File: config.mk
export PLATFORM = sky130hd
export DESIGN_NAME = lstm_cell_sequencer
export DESIGN_NICKNAME = d
export VERILOG_FILES = /design/src/rtl/lstm_pkg.sv /design/src/rtl/q_mac_sat.sv /design/src/rtl/lstm_cell_sequencer.sv
export SDC_FILE = /design/constraint.sdc
export NUM_CORES = 2
export LEC_CHECK = 0
export ABC_AREA = 1
export CAP_MARGIN = 20
export CORE_MARGIN = 2
export CORE_UTILIZATION = 45
export DETAILED_ROUTE_END_ITERATION = 16
export SYNTH_ARGS = -nofsm -noshare
export SYNTH_HDL_FRONTEND = slang
export SYNTH_SLANG_ARGS = --single-unit
File: constraint.sdc
create_clock -name clk -period 22.1 [get_ports clk]
set_input_delay 3.315 -clock clk [delete_from_list [all_inputs] [get_ports clk]]
set_output_delay 3.315 -clock clk [all_outputs]
set_load 0.005 [all_outputs]
File: src/rtl/lstm_pkg.sv
`default_nettype none
// ============================================================================
// Module      : lstm_pkg
// Description : Shared types and constants for the LSTM cell sequencer:
//               FSM state encoding, operation codes, activation selects and
//               Q-format constants for the default Q5.10 configuration.
// Revision    : 1.0 - initial release
// ============================================================================
package lstm_pkg;

  typedef enum logic [2:0] {
    ST_IDLE  = 3'd0,
    ST_ISSUE = 3'd1,
    ST_WAIT  = 3'd2,
    ST_MUL_C = 3'd3,
    ST_MUL_H = 3'd4,
    ST_DONE  = 3'd5
  } state_t;

  // Activation requests in issue order: input, forget, cell-candidate,
  // output gate, then tanh of the freshly computed cell state.
  typedef enum logic [2:0] {
    OP_I = 3'd0,
    OP_F = 3'd1,
    OP_G = 3'd2,
    OP_O = 3'd3,
    OP_C = 3'd4
  } op_t;

  localparam logic SEL_TANH    = 1'b0;
  localparam logic SEL_SIGMOID = 1'b1;

  localparam int DEF_WIDTH   = 16;
  localparam int DEF_FRAC_SZ = 10;
  localparam int ONE         = 1 << DEF_FRAC_SZ;
  localparam int SAT_MAX     = (1 << (DEF_WIDTH - 1)) - 1;
  localparam int SAT_MIN     = -(1 << (DEF_WIDTH - 1));

  // Gate ops go through sigmoid; the candidate G and the cell state use tanh.
  function automatic logic op_select(op_t op);
    return ((op == OP_G) || (op == OP_C)) ? SEL_TANH : SEL_SIGMOID;
  endfunction

  // Successor in the gate sequence I -> F -> G -> O; C is reached via MUL_C.
  function automatic op_t next_op(op_t op);
    op_t nxt;
    case (op)
      OP_I:    nxt = OP_F;
      OP_F:    nxt = OP_G;
      OP_G:    nxt = OP_O;
      default: nxt = OP_C;
    endcase
    return nxt;
  endfunction

endpackage
`default_nettype wire

File: src/rtl/q_mac_sat.sv
`default_nettype none
// ============================================================================
// Module      : q_mac_sat
// Description : Combinational signed fixed-point a*b + c*d. Each full-width
//               product is arithmetically shifted back to Q format before the
//               sum, and the sum is saturated to the WIDTH-bit signed range.
// Revision    : 1.0 - initial release
// ============================================================================
module q_mac_sat #(
  parameter int WIDTH   = 16,
  parameter int FRAC_SZ = 10
) (
  input  logic signed [WIDTH-1:0] a,
  input  logic signed [WIDTH-1:0] b,
  input  logic signed [WIDTH-1:0] c,
  input  logic signed [WIDTH-1:0] d,
  output logic signed [WIDTH-1:0] y
);

  localparam int PW = 2 * WIDTH;
  // Largest / smallest WIDTH-bit signed values, sign-extended to the sum width.
  localparam logic signed [PW:0] SUM_MAX = {{(WIDTH + 2){1'b0}}, {(WIDTH - 1){1'b1}}};
  localparam logic signed [PW:0] SUM_MIN = {{(WIDTH + 2){1'b1}}, {(WIDTH - 1){1'b0}}};

  logic signed [PW-1:0] prod_ab;
  logic signed [PW-1:0] prod_cd;
  logic signed [PW-1:0] shr_ab;
  logic signed [PW-1:0] shr_cd;
  logic signed [PW:0]   sum;

  // Full-precision products, floor-rescaled, summed one bit wider, then clamped.
  always_comb begin
    prod_ab = PW'(a) * PW'(b);
    prod_cd = PW'(c) * PW'(d);
    shr_ab  = prod_ab >>> FRAC_SZ;
    shr_cd  = prod_cd >>> FRAC_SZ;
    sum     = (PW + 1)'(shr_ab) + (PW + 1)'(shr_cd);
    if (sum > SUM_MAX) begin
      y = SUM_MAX[WIDTH-1:0];
    end else if (sum < SUM_MIN) begin
      y = SUM_MIN[WIDTH-1:0];
    end else begin
      y = sum[WIDTH-1:0];
    end
  end

endmodule
`default_nettype wire

File: src/rtl/lstm_cell_sequencer.sv
`default_nettype none
// ============================================================================
// Module      : lstm_cell_sequencer
// Description : Initiator-side controller for one LSTM cell element. Issues
//               the five activations (I, F, G, O sigmoid/tanh, then tanh of
//               the new cell state) one at a time over a start/done handshake
//               and combines the results into c_out and h_out.
// Revision    : 1.0 - initial release
// ============================================================================
module lstm_cell_sequencer
  import lstm_pkg::*;
#(
  parameter int WIDTH   = 16,
  parameter int FRAC_SZ = 10
) (
  input  logic                    clk,
  input  logic                    reset,
  input  logic                    start,
  input  logic signed [WIDTH-1:0] pre_i,
  input  logic signed [WIDTH-1:0] pre_f,
  input  logic signed [WIDTH-1:0] pre_g,
  input  logic signed [WIDTH-1:0] pre_o,
  input  logic signed [WIDTH-1:0] c_prev,
  output logic                    busy,
  output logic signed [WIDTH-1:0] c_out,
  output logic signed [WIDTH-1:0] h_out,
  output logic                    done,
  output logic                    act_start,
  output logic signed [WIDTH-1:0] act_z,
  output logic                    act_select,
  input  logic signed [WIDTH-1:0] act_result,
  input  logic                    act_done
);

  state_t state_q, state_d;
  op_t    op_q, op_d;

  logic signed [WIDTH-1:0] pre_i_q, pre_i_d;
  logic signed [WIDTH-1:0] pre_f_q, pre_f_d;
  logic signed [WIDTH-1:0] pre_g_q, pre_g_d;
  logic signed [WIDTH-1:0] pre_o_q, pre_o_d;
  logic signed [WIDTH-1:0] c_prev_q, c_prev_d;
  logic signed [WIDTH-1:0] a_i_q, a_i_d;
  logic signed [WIDTH-1:0] a_f_q, a_f_d;
  logic signed [WIDTH-1:0] a_g_q, a_g_d;
  logic signed [WIDTH-1:0] a_o_q, a_o_d;
  logic signed [WIDTH-1:0] t_c_q, t_c_d;
  logic signed [WIDTH-1:0] c_out_q, c_out_d;
  logic signed [WIDTH-1:0] h_out_q, h_out_d;
  logic signed [WIDTH-1:0] act_z_q, act_z_d;
  logic                    act_sel_q, act_sel_d;

  logic signed [WIDTH-1:0] mac_a, mac_b, mac_c, mac_d, mac_y;

  // MUL_H reuses the MAC for a_o*t_c alone; every other state presents the
  // cell-state terms so MUL_C sees f*c_prev + i*g.
  always_comb begin
    if (state_q == ST_MUL_H) begin
      mac_a = a_o_q;
      mac_b = t_c_q;
      mac_c = '0;
      mac_d = '0;
    end else begin
      mac_a = a_f_q;
      mac_b = c_prev_q;
      mac_c = a_i_q;
      mac_d = a_g_q;
    end
  end

  q_mac_sat #(
    .WIDTH   (WIDTH),
    .FRAC_SZ (FRAC_SZ)
  ) u_mac (
    .a (mac_a),
    .b (mac_b),
    .c (mac_c),
    .d (mac_d),
    .y (mac_y)
  );

  // Next-state logic; the operand/select for an ISSUE is loaded on entry so
  // it stays frozen through the following WAIT.
  always_comb begin
    state_d   = state_q;
    op_d      = op_q;
    pre_i_d   = pre_i_q;
    pre_f_d   = pre_f_q;
    pre_g_d   = pre_g_q;
    pre_o_d   = pre_o_q;
    c_prev_d  = c_prev_q;
    a_i_d     = a_i_q;
    a_f_d     = a_f_q;
    a_g_d     = a_g_q;
    a_o_d     = a_o_q;
    t_c_d     = t_c_q;
    c_out_d   = c_out_q;
    h_out_d   = h_out_q;
    act_z_d   = act_z_q;
    act_sel_d = act_sel_q;

    case (state_q)
      ST_IDLE: begin
        if (start) begin
          pre_i_d   = pre_i;
          pre_f_d   = pre_f;
          pre_g_d   = pre_g;
          pre_o_d   = pre_o;
          c_prev_d  = c_prev;
          op_d      = OP_I;
          act_z_d   = pre_i;
          act_sel_d = op_select(OP_I);
          state_d   = ST_ISSUE;
        end
      end
      ST_ISSUE: begin
        state_d = ST_WAIT;
      end
      ST_WAIT: begin
        if (act_done) begin
          case (op_q)
            OP_I:    a_i_d = act_result;
            OP_F:    a_f_d = act_result;
            OP_G:    a_g_d = act_result;
            OP_O:    a_o_d = act_result;
            default: t_c_d = act_result;
          endcase
          if (op_q == OP_O) begin
            state_d = ST_MUL_C;
          end else if (op_q == OP_C) begin
            state_d = ST_MUL_H;
          end else begin
            op_d      = next_op(op_q);
            act_sel_d = op_select(next_op(op_q));
            case (op_q)
              OP_I:    act_z_d = pre_f_q;
              OP_F:    act_z_d = pre_g_q;
              default: act_z_d = pre_o_q;
            endcase
            state_d = ST_ISSUE;
          end
        end
      end
      ST_MUL_C: begin
        c_out_d   = mac_y;
        op_d      = OP_C;
        act_z_d   = mac_y;
        act_sel_d = op_select(OP_C);
        state_d   = ST_ISSUE;
      end
      ST_MUL_H: begin
        h_out_d = mac_y;
        state_d = ST_DONE;
      end
      ST_DONE: begin
        state_d = ST_IDLE;
      end
      default: begin
        state_d = ST_IDLE;
      end
    endcase
  end

  // State and datapath registers, cleared asynchronously by reset.
  always_ff @(posedge clk or posedge reset) begin
    if (reset) begin
      state_q   <= ST_IDLE;
      op_q      <= OP_I;
      pre_i_q   <= '0;
      pre_f_q   <= '0;
      pre_g_q   <= '0;
      pre_o_q   <= '0;
      c_prev_q  <= '0;
      a_i_q     <= '0;
      a_f_q     <= '0;
      a_g_q     <= '0;
      a_o_q     <= '0;
      t_c_q     <= '0;
      c_out_q   <= '0;
      h_out_q   <= '0;
      act_z_q   <= '0;
      act_sel_q <= SEL_TANH;
    end else begin
      state_q   <= state_d;
      op_q      <= op_d;
      pre_i_q   <= pre_i_d;
      pre_f_q   <= pre_f_d;
      pre_g_q   <= pre_g_d;
      pre_o_q   <= pre_o_d;
      c_prev_q  <= c_prev_d;
      a_i_q     <= a_i_d;
      a_f_q     <= a_f_d;
      a_g_q     <= a_g_d;
      a_o_q     <= a_o_d;
      t_c_q     <= t_c_d;
      c_out_q   <= c_out_d;
      h_out_q   <= h_out_d;
      act_z_q   <= act_z_d;
      act_sel_q <= act_sel_d;
    end
  end

  // Strobes decode straight from the state register so reset clears them at once.
  assign busy       = (state_q != ST_IDLE);
  assign done       = (state_q == ST_DONE);
  assign act_start  = (state_q == ST_ISSUE);
  assign act_z      = act_z_q;
  assign act_select = act_sel_q;
  assign c_out      = c_out_q;
  assign h_out      = h_out_q;

endmodule
`default_nettype wire

# ---- Word level (Yosys, flattened, before mapping)
# Cells that the tools add are included.
dict set report totals {
  latch_bits 0
  reg_bits 199
  mem_bits_ro 0
  input_bits 100
  word_cells 80
  mem_bits_rw 0
  out_inout_bits 52
  memories 0
}
dict set report op_classes {
  add_sub_neg 1
  bitwise 1
  div 0
  muxes 30
  n_shift 0
  reduce_logical 14
  n_eq_ne 15
  n_lt_le_gt_ge 2
  mul 2
}
# operator count
set ops {}
lappend ops {{2-to-1 mux 16 bit} 10}
lappend ops {{multiplier 16 x 16 -> 32 bit} 2}
lappend ops {{case mux 16 bit (3 select lines)} 1}
lappend ops {{> comparator 33 x 16 -> 1 bit (second input constant)} 1}
lappend ops {{less-than comparator 33 x 16 -> 1 bit (second input constant)} 1}
lappend ops {{case mux 16 bit (2 select lines)} 1}
lappend ops {{2-to-1 mux 3 bit} 9}
lappend ops {{adder 22 x 22 -> 23 bit} 1}
lappend ops {{case mux 3 bit (3 select lines)} 2}
lappend ops {{== test 3 x 2 -> 1 bit (second input constant)} 5}
lappend ops {{case mux 3 bit (5 select lines)} 1}
lappend ops {{AND reduction 3 bit} 5}
lappend ops {{== test 3 bit (second input constant)} 4}
lappend ops {{!= test 2 bit (second input constant)} 4}
lappend ops {{== test 3 x 1 -> 1 bit (second input constant)} 2}
lappend ops {{zero test 3 bit} 2}
lappend ops {{nonzero test 3 bit} 2}
lappend ops {{2-to-1 mux 1 bit} 5}
lappend ops {{AND reduction 5 bit} 1}
lappend ops {{AND reduction 2 bit} 2}
lappend ops {{OR reduction 4 bit} 1}
lappend ops {{case mux 1 bit (3 select lines)} 1}
lappend ops {{logical OR 1 bit} 1}
lappend ops {{inverter 1 bit} 1}

# ---- Depth between registers and ports, before layout
dict set report depth {
  ltp_word 13
  depth_mapped 52
}

# ---- Modules after synthesis
# A second synthesis with hierarchy kept.
dict set report hier_totals {
  cells_unflattened 3983
  hier_area_um2 31099.8
}
# mod cells_per_inst area_each_um2 seq_area_each_um2 n_inst
set modules_own_cells {}
lappend modules_own_cells {q_mac_sat 2986 22278.9 0.0 1}
lappend modules_own_cells {lstm_cell_sequencer 997 8821.0 4979.8 1}

# ---- Worst setup path after synthesis
# OpenSTA, ideal clock, no wires.
dict set report synth_path {
  path_kind {reg2reg}
  startpoint {register state_q[0]}
  endpoint {register act_z_q[4] (netlist: act_z[4])}
  stages_incl_launch_ff 43
  synth_period_minus_slack_ns 8.104
  setup_slack_ns 13.996
  n_path_buf 3
  required_ns 22.023
  t_arrival_ns 8.026
  cell_sequence {dfrtp_1 -> nor2_4 -> nand2_4 -> buf_6 -> o21ai_0 -> inv_1 -> clkbuf_1 -> nor2_1 -> inv_1 -> fa_1 -> inv_1 -> fa_1 -> inv_1 -> fa_1 -> fa_1 -> inv_1 -> fa_1 -> fa_1 -> [... 7 more ...] -> inv_1 -> ha_1 -> nand2_1 -> inv_1 -> nand2_1 -> nand2_1 -> a21oi_1 -> nand4_1 -> nand2_1 -> nand2_1 -> nor2_1 -> nand2_1 -> nand2_4 -> buf_8 -> nand2_1 -> nand2_1 -> nand2_1 -> a21oi_1}
}
dict set report synth_between {
  elab_chain_cells 8
}
# item line
set synth_rtl {}
lappend synth_rtl {{start, declared} lstm_cell_sequencer.sv:35} ;# state_t state_q, state_d;
lappend synth_rtl {{start signal, assigned} lstm_cell_sequencer.sv:184} ;# state_q <= state_d;
lappend synth_rtl {{== test 3 bit} lstm_cell_sequencer.sv:58} ;# if (state_q == ST_MUL_H) begin
lappend synth_rtl {{2-to-1 mux 16 bit} lstm_cell_sequencer.sv:58}
lappend synth_rtl {{multiplier 16 x 16 -> 32 bit (on tied branches)} {q_mac_sat.sv:33, q_mac_sat.sv:34}}
lappend synth_rtl {{adder 22 x 22 -> 23 bit} q_mac_sat.sv:37} ;# sum = (PW + 1)'(shr_ab) + (PW + 1)'(shr_cd);
lappend synth_rtl {{less-than comparator 33 x 16 -> 1 bit} q_mac_sat.sv:40} ;# end else if (sum < SUM_MIN) begin
lappend synth_rtl {{2-to-1 mux 16 bit} q_mac_sat.sv:40}
lappend synth_rtl {{2-to-1 mux 16 bit} q_mac_sat.sv:38} ;# if (sum > SUM_MAX) begin
lappend synth_rtl {{case mux 16 bit (3 select lines)} lstm_cell_sequencer.sv:102} ;# case (state_q)
lappend synth_rtl {{end signal, assigned} lstm_cell_sequencer.sv:198} ;# act_z_q <= act_z_d;
lappend synth_rtl {{end, declared} lstm_cell_sequencer.sv:50} ;# logic signed [WIDTH-1:0] act_z_q, act_z_d;
# Several ways; a longest one is shown, not always the timed one.
# A chain may end at the register's enable or synchronous reset.

# ---- Worst setup path after layout
dict set report layout_path {
  startpoint {register state_q[0]}
  endpoint {register act_z_q[0] (netlist: act_z[0])}
}
# The elaborated chain is that of the path after synthesis.

==> results.py <==
metrics = {
    "worst_hold_path": {
        "hold_path.startpoint": "a_o_q[2]",
        "hold-path-endpoint": "a_o_q[2]",
        "worst_hold_depth": 2,
        "holdCritPathClass": "register to register",
    },
    "clock_network": {
        "longest_clk_path_bufs": 2,
        "clkSinkCount": 199,
        "cts.root.buffer_cell": "clkbuf_16",
        "cts_tree": "done",
        "clkLatencyLatePin_ps": 510,
        "cts_max_level": 4,
        "numCtsBuffers": 17,
        "cts-hold-fix-buffers": 0,
        "cts_setup_buffers": 0,
        "cts_repair_resize_count": 0,
        "path_clk_slew_ps": 90,
    },
    "synthesis": {
        "synth_edf_count": 0,
        "count_of_cell_types_in_the_netlist": 52,
        "synthCells": 3563,
        "postSynthNetCount": 4366,
        "synth_flop_cell": "dfrtp_1",
        "synthesis.yosys.warnings": 0,
        "post_synth_instance_area_sq_um": 29400,
        "synth.ff_latch_count": 199,
        "synth_seq_area_share_pct": 16.94,
        "postSynthAreaPerCell_sq_um": 8.252,
        "synthArstFlopShare_pct": 100.0,
    },
    "setup_path": {
        "required_ps": 22460,
        "rr_startpoint": "state_q[0]",
        "flop_to_flop_setup_slack_ps": 11340,
        "endpoint_kind": "register",
        "cp_data_arrival_time_ps": 11120,
        "worst-path-max-fanout": 70,
        "timing.setup.critical_path_class": "register to register",
        "standard_cell_with_the_maximum_stage_delay_on_the_critical_path": "o21ai_0",
        "crit-reg2reg-capture": "act_z[0]",
        "timing.reg2reg.worst_path_depth": 36,
        "critical_path.max_stage_delay_ps": 830,
        "cp-start-kind": "register",
    },
    "die": {
        "core_area_sq_um": 64580,
        "floorplan.die.width_um": 259.6,
        "die_h_um": 259.6,
        "placement_rows": 93,
        "die_area_sq_um": 67390,
        "ioPinCount": 152,
        "initial_core_util_pct": 45.53,
    },
    "placed_design": {
        "gp_congestion": 0.9639,
        "place.port_buffers": 151,
        "detailedPlacementHpwl_um": 71690,
    },
    "detailed_routing": {
        "totalWireLength_um": 86910,
        "drt_iter0_markers": 2105,
        "route.detailed.wl_per_inst_um": 19.09,
        "drc_errors": 0,
        "dr_vias": 23500,
        "detail_route.first_pass.iterations": 8,
        "ratio_of_routed_vias_to_standard_cells": 5.160,
        "drtAntennaViolNets": 0,
    },
    "timing": {
        "rsz_0062_raised_after_global_routing": "false",
        "finalClockSkew_ps": 19.42,
        "totalNegativeSetupSlack_ps": 0,
        "layout_worst_path_cycle_share_pct": 48.67,
        "maxSlewViolCount": 0,
        "max_freq_mhz": 92.97,
        "final-setup-viol-count": 0,
        "report.final.hold_viol_count": 0,
        "max_slew_margin_pct": 38.06,
        "fin_crit_ps": 10760,
        "worstMarginPinSlew_ps": 927.8,
    },
    "finish": {
        "most_common_library_cell_in_the_layout_ignoring_fill_and_taps": "inv_1",
        "fin_nets": 4487,
        "area_growth_syn_to_layout_pct": 10.79,
        "final_layout_size_suffix_gt1_share_pct": 4.463,
        "layout.cells.most_common_list": "824 x inv_1, 712 x nand2_1, 523 x fa_1",
    },
    "grt": {
        "global_routing_usage_summed_across_all_routing_layers_pct": 27.33,
        "global_route_wire_length_before_repair_um": 140100,
        "grt_overflow": 0,
        "first_global_vias": 24480,
        "grt_max_degree": 77,
        "antenna_found_initial": 2,
    },
    "run_status": {
        "outcome": "completed",
    },
    "job": {
        "cap_viol_max_count": 0,
    },
}
[through the flow]
| step | utilization (%) | cell area, sq um | cells | setup slack [ps] | hold WS, ps |
|---|---|---|---|---|---|
| final | 50.44 | 32570 | 4553 | 11340 | 487.9 |
| after floorplan | - | 29400 | 3563 | 13360 | 447.9 |
| after CTS | 50.31 | 32490 | 4549 | 11540 | 493.0 |
| after detailed placement | 49.38 | 31890 | 4517 | 11590 | 465.3 |
| after global routing | 50.43 | 32570 | 4552 | 10740 | 510.3 |
| after global placement | 49.37 | 31880 | 4516 | 11010 | 461.7 |
[how the worst max path moves through the flow]
stage | from | slack [ps] | end | cells after the start
after floorplan | reset | 13360 | a_f_q[0] | 1
after CTS | state_q[0] | 11540 | act_z[13] | 37
after detailed placement | state_q[0] | 11590 | act_z[13] | 37
after global routing | state_q[0] | 10740 | act_z[5] | 36
final | state_q[0] | 11340 | act_z[0] | 36
after global placement | state_q[0] | 11010 | act_z[0] | 35
[final cells by class]
| cell class | instances | area, sq um |
|---|---|---|
| Fill cell | 6305 | 32010 |
| Multi-Input combinational cell | 2436 | 20890 |
| Sequential cell | 199 | 4980 |
| Inverter | 838 | 3153 |
| Timing Repair Buffer | 192 | 1877 |
| Tap cell | 855 | 1070 |
| Clock buffer | 19 | 452.9 |
| Clock inverter | 13 | 147.6 |
| Antenna cell | 1 | 2.502 |
[worst max-delay path: cells and delay by family, from the launching register on]
family,cells,cell delay (ps)
AOI/OAI and AO/OA,10,2680
buffers and inverters,7,1170
DFF,1,460
adders and majority gates,8,3980
xor gates and xnor gates,1,160
and+or+nand+nor,10,2110
[cells in the mapped netlist (all sizes together), types with 15 or more instances]
cell	count	area [sq um]
ha	180	2252
clkbuf	62	242.7
xor2	51	446.7
mux2	41	461.7
a31oi	25	156.4
nand3	47	240.2
nor3	15	80.08
dfrtp	199	4980
buf	28	158.9
nand2	726	2770
o21ai	158	835.8
nor2	426	1650
a21oi	139	695.7
fa	523	10470
inv	831	3119
xnor2	24	210.2
[cell families (layout without fill, tap and decap cells)]
| family | count (synthesis) | count (layout) | share of synthesized area [%] |
|---|---|---|---|
| AO/OA/AOI/OAI | 378 | 378 | 7.201 |
| multiplexers | 41 | 41 | 1.570 |
| AND/OR/NAND/NOR | 1239 | 1239 | 16.72 |
| flip-flops | 199 | 199 | 16.94 |
| XOR/XNOR | 75 | 75 | 2.234 |
| other | 0 | 1 | 0 |
| buffers and inverters | 928 | 1062 | 12.06 |
| adder cells (fa/ha/maj) | 703 | 703 | 43.27 |
[sequential cells by signal (all words and copies together), names as in the netlist]
signal	flops
state_q	3
pre_f_q	16
act_z	16
t_c_q	16
pre_g_q	16
a_g_q	16
a_o_q	16
h_out	16
pre_o_q	16
a_f_q	16
a_i_q	16
act_select	1
op_q	3
c_prev_q	16
c_out	16
[layer usage]
metal	part of all wire [%]	wire (um)	vias up	GRT usage [%]
met4	2.4	2105	4	6.976
li1	-	-	10830	-
met2	44	38390	869	41.35
met3	8.4	7278	121	6.423
met5	0.031	27	-	0
met1	45	39100	11670	39.58
Power is left out: the tool's default activity adds up to more than one toggle a clock period on the data nets, which glitch-free logic cannot reach.
